File: src/rtl/trace_pkg.sv
// Shared definitions for the commit trace buffer: capture modes, FSM states and the
// entry layout helpers used to pack {cycle, reg, data} into one storage word.
package trace_pkg;

  typedef enum logic {
    STOP = 1'b0,
    WRAP = 1'b1
  } mode_e;

  typedef enum logic {
    RUN  = 1'b0,
    DONE = 1'b1
  } state_e;

  localparam logic [15:0] DROP_MAX = 16'hFFFF;

  // Entry layout, MSB to LSB: cycle stamp, register index, writeback data.
  function automatic int unsigned entry_width(input int unsigned cycle_w,
                                              input int unsigned reg_w,
                                              input int unsigned data_w);
    return cycle_w + reg_w + data_w;
  endfunction

  function automatic int unsigned reg_lsb(input int unsigned data_w);
    return data_w;
  endfunction

  function automatic int unsigned cycle_lsb(input int unsigned reg_w,
                                            input int unsigned data_w);
    return reg_w + data_w;
  endfunction

endpackage

File: src/rtl/trace_ring.sv
// Circular entry store with push, pop and an overwrite that advances both pointers.
// Writes land on the next edge; the head word is read combinationally from storage.
module trace_ring #(
  parameter  int unsigned WIDTH = 64,
  parameter  int unsigned DEPTH = 16,
  localparam int unsigned PTR_W = $clog2(DEPTH),
  localparam int unsigned CNT_W = PTR_W + 1
) (
  input  logic             clock,
  input  logic             reset,
  input  logic             push_i,
  input  logic             pop_i,
  input  logic             overwrite_i,
  input  logic [WIDTH-1:0] wdata_i,
  output logic [WIDTH-1:0] rdata_o,
  output logic [CNT_W-1:0] count_o,
  output logic             full_o,
  output logic             empty_o
);

  logic [WIDTH-1:0] mem_q [DEPTH];
  logic [PTR_W-1:0] wr_ptr_q, wr_ptr_d;
  logic [PTR_W-1:0] rd_ptr_q, rd_ptr_d;
  logic [CNT_W-1:0] count_q, count_d;
  logic             wr_en;
  logic             rd_adv;

  // Overwrite is a write onto the oldest slot, so it moves both pointers.
  assign wr_en  = push_i | overwrite_i;
  assign rd_adv = pop_i | overwrite_i;

  always_comb begin
    wr_ptr_d = wr_ptr_q;
    rd_ptr_d = rd_ptr_q;
    count_d  = count_q;
    if (wr_en) begin
      wr_ptr_d = wr_ptr_q + PTR_W'(1);
    end
    if (rd_adv) begin
      rd_ptr_d = rd_ptr_q + PTR_W'(1);
    end
    if (wr_en && !rd_adv) begin
      count_d = count_q + CNT_W'(1);
    end else if (!wr_en && rd_adv) begin
      count_d = count_q - CNT_W'(1);
    end
  end

  always_ff @(posedge clock) begin
    if (reset) begin
      wr_ptr_q <= '0;
      rd_ptr_q <= '0;
      count_q  <= '0;
    end else begin
      wr_ptr_q <= wr_ptr_d;
      rd_ptr_q <= rd_ptr_d;
      count_q  <= count_d;
    end
  end

  always_ff @(posedge clock) begin
    if (wr_en) begin
      mem_q[wr_ptr_q] <= wdata_i;
    end
  end

  assign rdata_o = mem_q[rd_ptr_q];
  assign count_o = count_q;
  assign full_o  = (count_q == CNT_W'(DEPTH));
  assign empty_o = (count_q == '0);

endmodule

File: src/rtl/commit_trace_buffer.sv
// Captures register-file writebacks with a cycle stamp during a fixed window; one-cycle capture
// latency, valid/ready drain whose head holds while out_ready=0; when full, STOP drops, WRAP overwrites.
module commit_trace_buffer
  import trace_pkg::*;
#(
  parameter int unsigned DATA_W      = 32,
  parameter int unsigned REG_W       = 5,
  parameter int unsigned DEPTH       = 16,
  parameter int unsigned CYCLE_W     = 32,
  parameter int unsigned CYCLE_LIMIT = 1000,
  parameter mode_e       MODE        = STOP
) (
  input  logic                     clock,
  input  logic                     reset,
  input  logic                     wb_enable,
  input  logic [REG_W-1:0]         wb_reg,
  input  logic [DATA_W-1:0]        wb_data,
  output logic                     out_valid,
  input  logic                     out_ready,
  output logic [CYCLE_W-1:0]       out_cycle,
  output logic [REG_W-1:0]         out_reg,
  output logic [DATA_W-1:0]        out_data,
  output logic [$clog2(DEPTH):0]   count,
  output logic                     overflow,
  output logic [15:0]              dropped,
  output logic                     done
);

  localparam int unsigned ENTRY_W = entry_width(CYCLE_W, REG_W, DATA_W);
  localparam int unsigned REG_LSB = reg_lsb(DATA_W);
  localparam int unsigned CYC_LSB = cycle_lsb(REG_W, DATA_W);
  localparam int unsigned CNT_W   = $clog2(DEPTH) + 1;
  localparam logic [CYCLE_W-1:0] LAST_CYCLE = CYCLE_W'(CYCLE_LIMIT - 1);

  state_e             state_q;
  logic               done_q;
  logic [CYCLE_W-1:0] cycle_q;
  logic               overflow_q, overflow_d;
  logic [15:0]        dropped_q, dropped_d;

  logic               capture;
  logic               pop;
  logic               lost_event;
  logic               push;
  logic               overwrite;
  logic               ring_full;
  logic               ring_empty;
  logic [CNT_W-1:0]   ring_count;
  logic [ENTRY_W-1:0] wr_entry;
  logic [ENTRY_W-1:0] rd_entry;

  assign capture    = wb_enable && (wb_reg != '0) && (state_q == RUN);
  assign pop        = !ring_empty && out_ready;
  // A pop in the same cycle always frees room, so only full-without-pop loses an event.
  assign lost_event = capture && ring_full && !pop;
  assign push       = capture && !lost_event;
  assign overwrite  = lost_event && (MODE == WRAP);

  assign wr_entry[CYC_LSB +: CYCLE_W] = cycle_q;
  assign wr_entry[REG_LSB +: REG_W]   = wb_reg;
  assign wr_entry[0 +: DATA_W]        = wb_data;

  trace_ring #(
    .WIDTH (ENTRY_W),
    .DEPTH (DEPTH)
  ) u_ring (
    .clock       (clock),
    .reset       (reset),
    .push_i      (push),
    .pop_i       (pop),
    .overwrite_i (overwrite),
    .wdata_i     (wr_entry),
    .rdata_o     (rd_entry),
    .count_o     (ring_count),
    .full_o      (ring_full),
    .empty_o     (ring_empty)
  );

  // Window FSM: the counter freezes once the window closes; only reset reopens it.
  always_ff @(posedge clock) begin
    if (reset) begin
      state_q <= RUN;
      done_q  <= 1'b0;
      cycle_q <= '0;
    end else begin
      case (state_q)
        RUN: begin
          cycle_q <= cycle_q + CYCLE_W'(1);
          if (cycle_q == LAST_CYCLE) begin
            state_q <= DONE;
            done_q  <= 1'b1;
          end
        end
        DONE: begin
          state_q <= DONE;
          done_q  <= 1'b1;
        end
        default: begin
          state_q <= RUN;
          done_q  <= 1'b0;
        end
      endcase
    end
  end

  always_comb begin
    overflow_d = overflow_q;
    dropped_d  = dropped_q;
    if (lost_event) begin
      overflow_d = 1'b1;
      if (dropped_q != DROP_MAX) begin
        dropped_d = dropped_q + 16'd1;
      end
    end
  end

  always_ff @(posedge clock) begin
    if (reset) begin
      overflow_q <= 1'b0;
      dropped_q  <= '0;
    end else begin
      overflow_q <= overflow_d;
      dropped_q  <= dropped_d;
    end
  end

  assign out_valid = !ring_empty;
  assign out_cycle = rd_entry[CYC_LSB +: CYCLE_W];
  assign out_reg   = rd_entry[REG_LSB +: REG_W];
  assign out_data  = rd_entry[0 +: DATA_W];
  assign count     = ring_count;
  assign overflow  = overflow_q;
  assign dropped   = dropped_q;
  assign done      = done_q;

endmodule

File: config.mk
export PLATFORM = sky130hd
export DESIGN_NAME = commit_trace_buffer
export DESIGN_NICKNAME = d
export VERILOG_FILES = /design/src/rtl/trace_pkg.sv /design/src/rtl/trace_ring.sv /design/src/rtl/commit_trace_buffer.sv
export SDC_FILE = /design/constraint.sdc
export NUM_CORES = 1
export LEC_CHECK = 0
export CORE_MARGIN = 2
export CORE_UTILIZATION = 40
export DETAILED_ROUTE_END_ITERATION = 8
export GPL_TIMING_DRIVEN = 0
export PLACE_DENSITY_LB_ADDON = 0.08
export SETUP_SLACK_MARGIN = 0.02
export SLEW_MARGIN = 20
export SYNTH_ARGS = -nofsm -noshare
export SYNTH_HDL_FRONTEND = slang
export SYNTH_SLANG_ARGS = --single-unit
File: constraint.sdc
create_clock -name clock -period 13.5 [get_ports clock]
set_input_delay 2.025 -clock clock [delete_from_list [all_inputs] [get_ports clock]]
set_output_delay 2.025 -clock clock [all_outputs]
set_load 0.01 [all_outputs]
==> results.toml, run 1 <==
[outcome]
status = "finished, final reports clean"

[final_layout]
utilization = 0.486
drive_above_1_share = 0.288
postLayoutCellArea_um2 = 54000
fin_nets = 2372
fin_cells = 3916
syn_to_final_growth_pct = 20.4

[yosys]
synth_flop_cell = "edfxtp_1"
synth_edf_count = 1104
ys_ff_latch = 1172
yosys-top-cells-area = "edfxtp_1, mux4_2, dfxtp_1"
syn-cell-area_um2 = 44800
seq_area_frac_synth = 0.770
ys_warn_count = 0
async_flop_share = 0
synth_commonest_cells = "edfxtp_1, mux4_2, dfxtp_1"
ys_types = 47
synth.most_common_cell = "edfxtp_1"
netlist_instances = 1952
syn_nets = 2005
yosys.area.top_type = "edfxtp_1"
avgSynthCellArea_um2 = 23.0
synth_top_area_frac = 0.740

[sta]
rsz0062_at_grt = "no"
finalSetupTns_ns = 0
period_minus_slack_ns = 6.69
max_freq_mhz = 149
layout_setup_ws_ns = 6.81
finalSetupViolations = 0
fin_worst_skew_ns = 0.0290
timing.final.crit_share = 0.496
hold_ws_ns = 0.486
tightestPinTransition_ns = 1.07
maxSlewHeadroom = 0.286
hold_viol_final = 0
slew_viol_final = 0

[placement]
pre_cts_slack_ns = 7.18
gp_congestion = 0.739
place_hpwl_mm = 73.4
post-place-cells = 3684
dpl_cell_area_um2 = 50100
portBuffers = 132

[power_and_ir_drop]
leakage_nw = 16.6
peakVddDrop_uv = 119
finalPower_mw = 9.20
power_per_cell_area_nw_per_um2 = 171

[die]
initial_core_util = 0.404
fp.dieW_um = 339
die_y_um = 339
die_area_um2 = 115000
pin_count = 134
placement_rows = 122
coreArea_um2 = 111000

[global_route]
grt_pass1_vias = 22931
gr-total-overflow = 0
antenna_found_initial = 3
grt_max_degree = 25
grt_pass1_wl_mm = 163
grt_usage = 0.197

[clocking]
cts-root-buf = "clkbuf_16"
clkTransAtPathRegs_ns = 0.06
post_cts_buffers = 0
numCtsBuffers = 121
ctsHoldBuffers = 0
cts_tree = "built"
clock_latency_ns = 0.69
cts_max_level = 3
clock_sinks = 1172
cts.repair.resized = 0
cts_buffer_depth = 3

[routing]
drt-pass1-iter-count = 5
ant_nets = 0
drc = 0
routed_via_density = 5.55
wirelength_mm = 112
drt_iter0_markers = 1968
wl_per_cell_um = 28.7
vias = 21750

[flow_run]
drv_cap = 0

[setup_path]
worst_ep_required_time_ns = 11.48
reg2reg_slack_ns = 9.84
worstSetupPathType = "flip-flop to output pin"
endpoint_kind = "output pin"
startpoint_type = "flip-flop"
crit_fanout = 10
critPathArrivalTime_ns = 4.67

[min_path]
hold_path.class = "flip-flop to flip-flop"
[cell type report]
cell class              count  area (µm²)
clock buffers             162        3310
flip-flops and latches   1172       34500
fillers                  9098       57000
clock inverters            67         538
inverters                  14        52.6
multi-input cells         667        9940
repair buffers            244        3300
diodes                      3        7.51
plain buffers              99         437
well taps                1488        1860
[final timing paths]
check                              from                             to  cells past startpoint
setup reg to reg     state_q$_SDFF_PP0_  u_ring.mem_q[2][24]$_DFFE_PP_                     11
setup / recovery              flip-flop                   out_data[28]                      6
hold / removal    overflow$_SDFFE_PP0P_          overflow$_SDFFE_PP0P_                      2
hold reg to reg   overflow$_SDFFE_PP0P_          overflow$_SDFFE_PP0P_                      2
[power by group]
part | internal (mW) | switching (mW)
combinational | 0.996 | 0.931
clock | 1.87 | 1.36
sequential | 4.02 | 0.0317
[state kept, by name, summed over array words and instances (netlist names), named ones only]
signal,cells
u_ring.count_o,5
dropped,16
done,1
state_q,1
u_ring.mem_q,1104
cycle_q,32
u_ring.wr_ptr_q,4
overflow,1
u_ring.rd_ptr_q,4
[cell usage in the layout, fill, tap and decap left out, types with 23 or more instances in the layout]
| cell | instances |
|---|---|
| buf_16 | 43 |
| clkbuf_1 | 85 |
| dfxtp_1 | 68 |
| clkinv_2 | 23 |
| nor2_1 | 36 |
| clkbuf_16 | 127 |
| a21oi_1 | 40 |
| clkinv_1 | 25 |
| nand3_1 | 24 |
| buf_2 | 34 |
| edfxtp_1 | 1104 |
| buf_4 | 36 |
| mux4_2 | 345 |
| clkdlybuf4s50_1 | 132 |
[layer usage]
layer	GRT usage	routed length, µm	vias to the layer above
li1	-	-	9147
met1	0.278	48700	11796
met2	0.322	55300	647
met3	0.0302	5950	160
met4	0.0510	2440	0
met5	0	0	-
[cell families after synthesis]
| group | after synthesis | synth area share |
|---|---|---|
| AO/OA/AOI/OAI | 85 | 0.0115 |
| flip-flops | 1172 | 0.770 |
| AND/OR/NAND/NOR | 198 | 0.0251 |
| adder cells (fa/ha/maj) | 12 | 0.00352 |
| buffers and inverters | 113 | 0.0107 |
| multiplexers | 357 | 0.176 |
| XOR/XNOR | 15 | 0.00293 |
[worst max-delay path, stage by stage, from the launching register on]
cell	delay, ns
dfxtp_1	0.46
clkbuf_1	0.37
clkbuf_1	0.84
clkbuf_1	0.83
mux4_2	0.42
mux4_2	0.54
clkdlybuf4s50_1	0.50
No activity file was read; power rests on OpenSTA's default activity.
==> run 2, diff against run 1 <==
clock period = 5.51 ns   (was 13.5 ns; I/O delays follow)
==> results.toml, run 2 (same netlist as run 1, synthesis figures left out) <==
[sta]
fin_worst_skew_ns = 0.0249
rsz0062_at_grt = "no"
max_freq_mhz = 191
slew_viol_final = 0
timing.final.crit_share = 0.950
period_minus_slack_ns = 5.23
hold_viol_final = 0
maxSlewHeadroom = 0.312
tightestPinTransition_ns = 1.03
finalSetupViolations = 0
finalSetupTns_ns = 0

[clocking]
cts_tree = "built"
cts_max_level = 4
numCtsBuffers = 130
cts_buffer_depth = 3
post_cts_buffers = 0
clock_sinks = 1172
clock_latency_ns = 0.72
cts-root-buf = "clkbuf_16"
clkTransAtPathRegs_ns = 0.06

[power_and_ir_drop]
peakVddDrop_uv = 313
seq_power_share = 0.435
power_per_cell_area_nw_per_um2 = 422
switching_power_mw = 5.69
power_frac_comb = 0.207
p_int_mw = 17.2
power_frac_clock = 0.358
switching_share = 0.249
leakage_nw = 16.7

[global_route]
grt_usage = 0.198
gr-total-overflow = 0
grt_pass1_vias = 22576
antenna_found_initial = 3
grt_pass1_wl_mm = 162
grt_max_degree = 25

[setup_path]
worstSetupPathType = "flip-flop to output pin"
startpoint_type = "flip-flop"
worst_ep_required_time_ns = 4.68
crit_fanout = 10
critPathArrivalTime_ns = 4.41
reg2reg_depth = 9
endpoint_kind = "output pin"
timing.rr.start = "u_ring.count_o[0]$_SDFFE_PP0P_"

[final_layout]
largest_reg_flops = 1104
utilization = 0.488
regMostFlops = "u_ring.mem_q"
syn_to_final_growth_pct = 20.8
antenna_cells = 0
final_common_cell = "edfxtp_1"
drive_above_1_share = 0.280
fin_nets = 2362
final_cell_mix = "edfxtp_1, mux4_2, clkbuf_16, clkdlybuf4s50_1, clkbuf_1"

[routing]
drt-pass1-iter-count = 5
routed_via_density = 5.59
wl_per_cell_um = 28.9
wirelength_mm = 112
vias = 21742
ant_nets = 0
drt_iter0_markers = 2274
drc = 0

[placement]
place_hpwl_mm = 72.2
portBuffers = 132
gp_congestion = 0.728

[min_path]
min_path_cells = 2
hold_path.class = "flip-flop to flip-flop"
holdCritStartpoint = "overflow$_SDFFE_PP0P_"

[flow_run]
drv_cap = 0

[die]
initial_core_util = 0.404
pin_count = 134
coreArea_um2 = 111000
fp.dieW_um = 339
die_y_um = 339
die_area_um2 = 115000
placement_rows = 122

[outcome]
status = "finished, final reports clean"
run 2: layout make-up:
| class | instances | area, µm² |
|---|---|---|
| multi-input cells | 667 | 9970 |
| clock buffers | 172 | 3570 |
| flip-flops and latches | 1172 | 34500 |
| repair buffers | 225 | 3310 |
| fillers | 8960 | 56800 |
| clock inverters | 55 | 424 |
| inverters | 14 | 52.6 |
| well taps | 1488 | 1860 |
| plain buffers | 99 | 442 |
run 2: metal layers:
metal  share of wire  GRT usage  wire (µm)  vias up
met2            0.49      0.321      55500      675
met4           0.017     0.0452       1880        2
met5         0.00011          0         12        -
li1                -          -          -     9106
met1            0.43      0.278      48800    11819
met3           0.056     0.0373       6270      140
run 2: power by group through the flow:
stage / logic [mW] / registers [mW] / clock network, mW
2_1_floorplan: 2.97 / 10.1 / 0
3_3_place_gp: 4.76 / 10.1 / 0
3_5_place_dp: 4.88 / 10.1 / 0
4_1_cts: 4.89 / 9.94 / 8.40
5_1_grt: 5.06 / 9.95 / 8.73
6_report: 4.73 / 9.93 / 8.19
run 2: worst paths after layout:
check             slack, ns                        endpoint
setup / recovery       0.28                   out_cycle[17]
setup reg to reg       2.13  u_ring.count_o[4]$_SDFFE_PP0P_
hold / removal         0.48           overflow$_SDFFE_PP0P_
hold reg to reg        0.48           overflow$_SDFFE_PP0P_
run 2: metrics by stage:
| stage | power, mW | worst slack [ns] | hold slack [ns] | cells | area [µm²] |
|---|---|---|---|---|---|
| finish | 22.9 | 0.275 | 0.479 | 3892 | 54100 |
| global route | 23.7 | 0.172 | 0.523 | 3892 | 54100 |
| CTS | 23.2 | 0.219 | 0.482 | 3892 | 54100 |
| detailed placement | 15.0 | 0.613 | 0.464 | 3665 | 50100 |
| global placement | 14.9 | -5.57 | 0.471 | 3572 | 48000 |
| floorplan | 13.1 | 0.610 | 0.485 | 1952 | 44800 |
run 2: timing repair:
| item | 4_1_cts | 5_1_grt |
|---|---|---|
| resized for setup | 6 | 0 |
| hold buffers | 0 | 0 |
| setup endpoints to repair | 61 | 0 |
run 2: worst max-delay path, stage by stage, from the launching register on:
cell	delay [ns]
dfxtp_1	0.30
clkbuf_1	0.56
clkbuf_2	0.52
clkbuf_1	0.75
mux4_2	0.41
mux4_2	0.46
clkdlybuf4s50_1	0.65
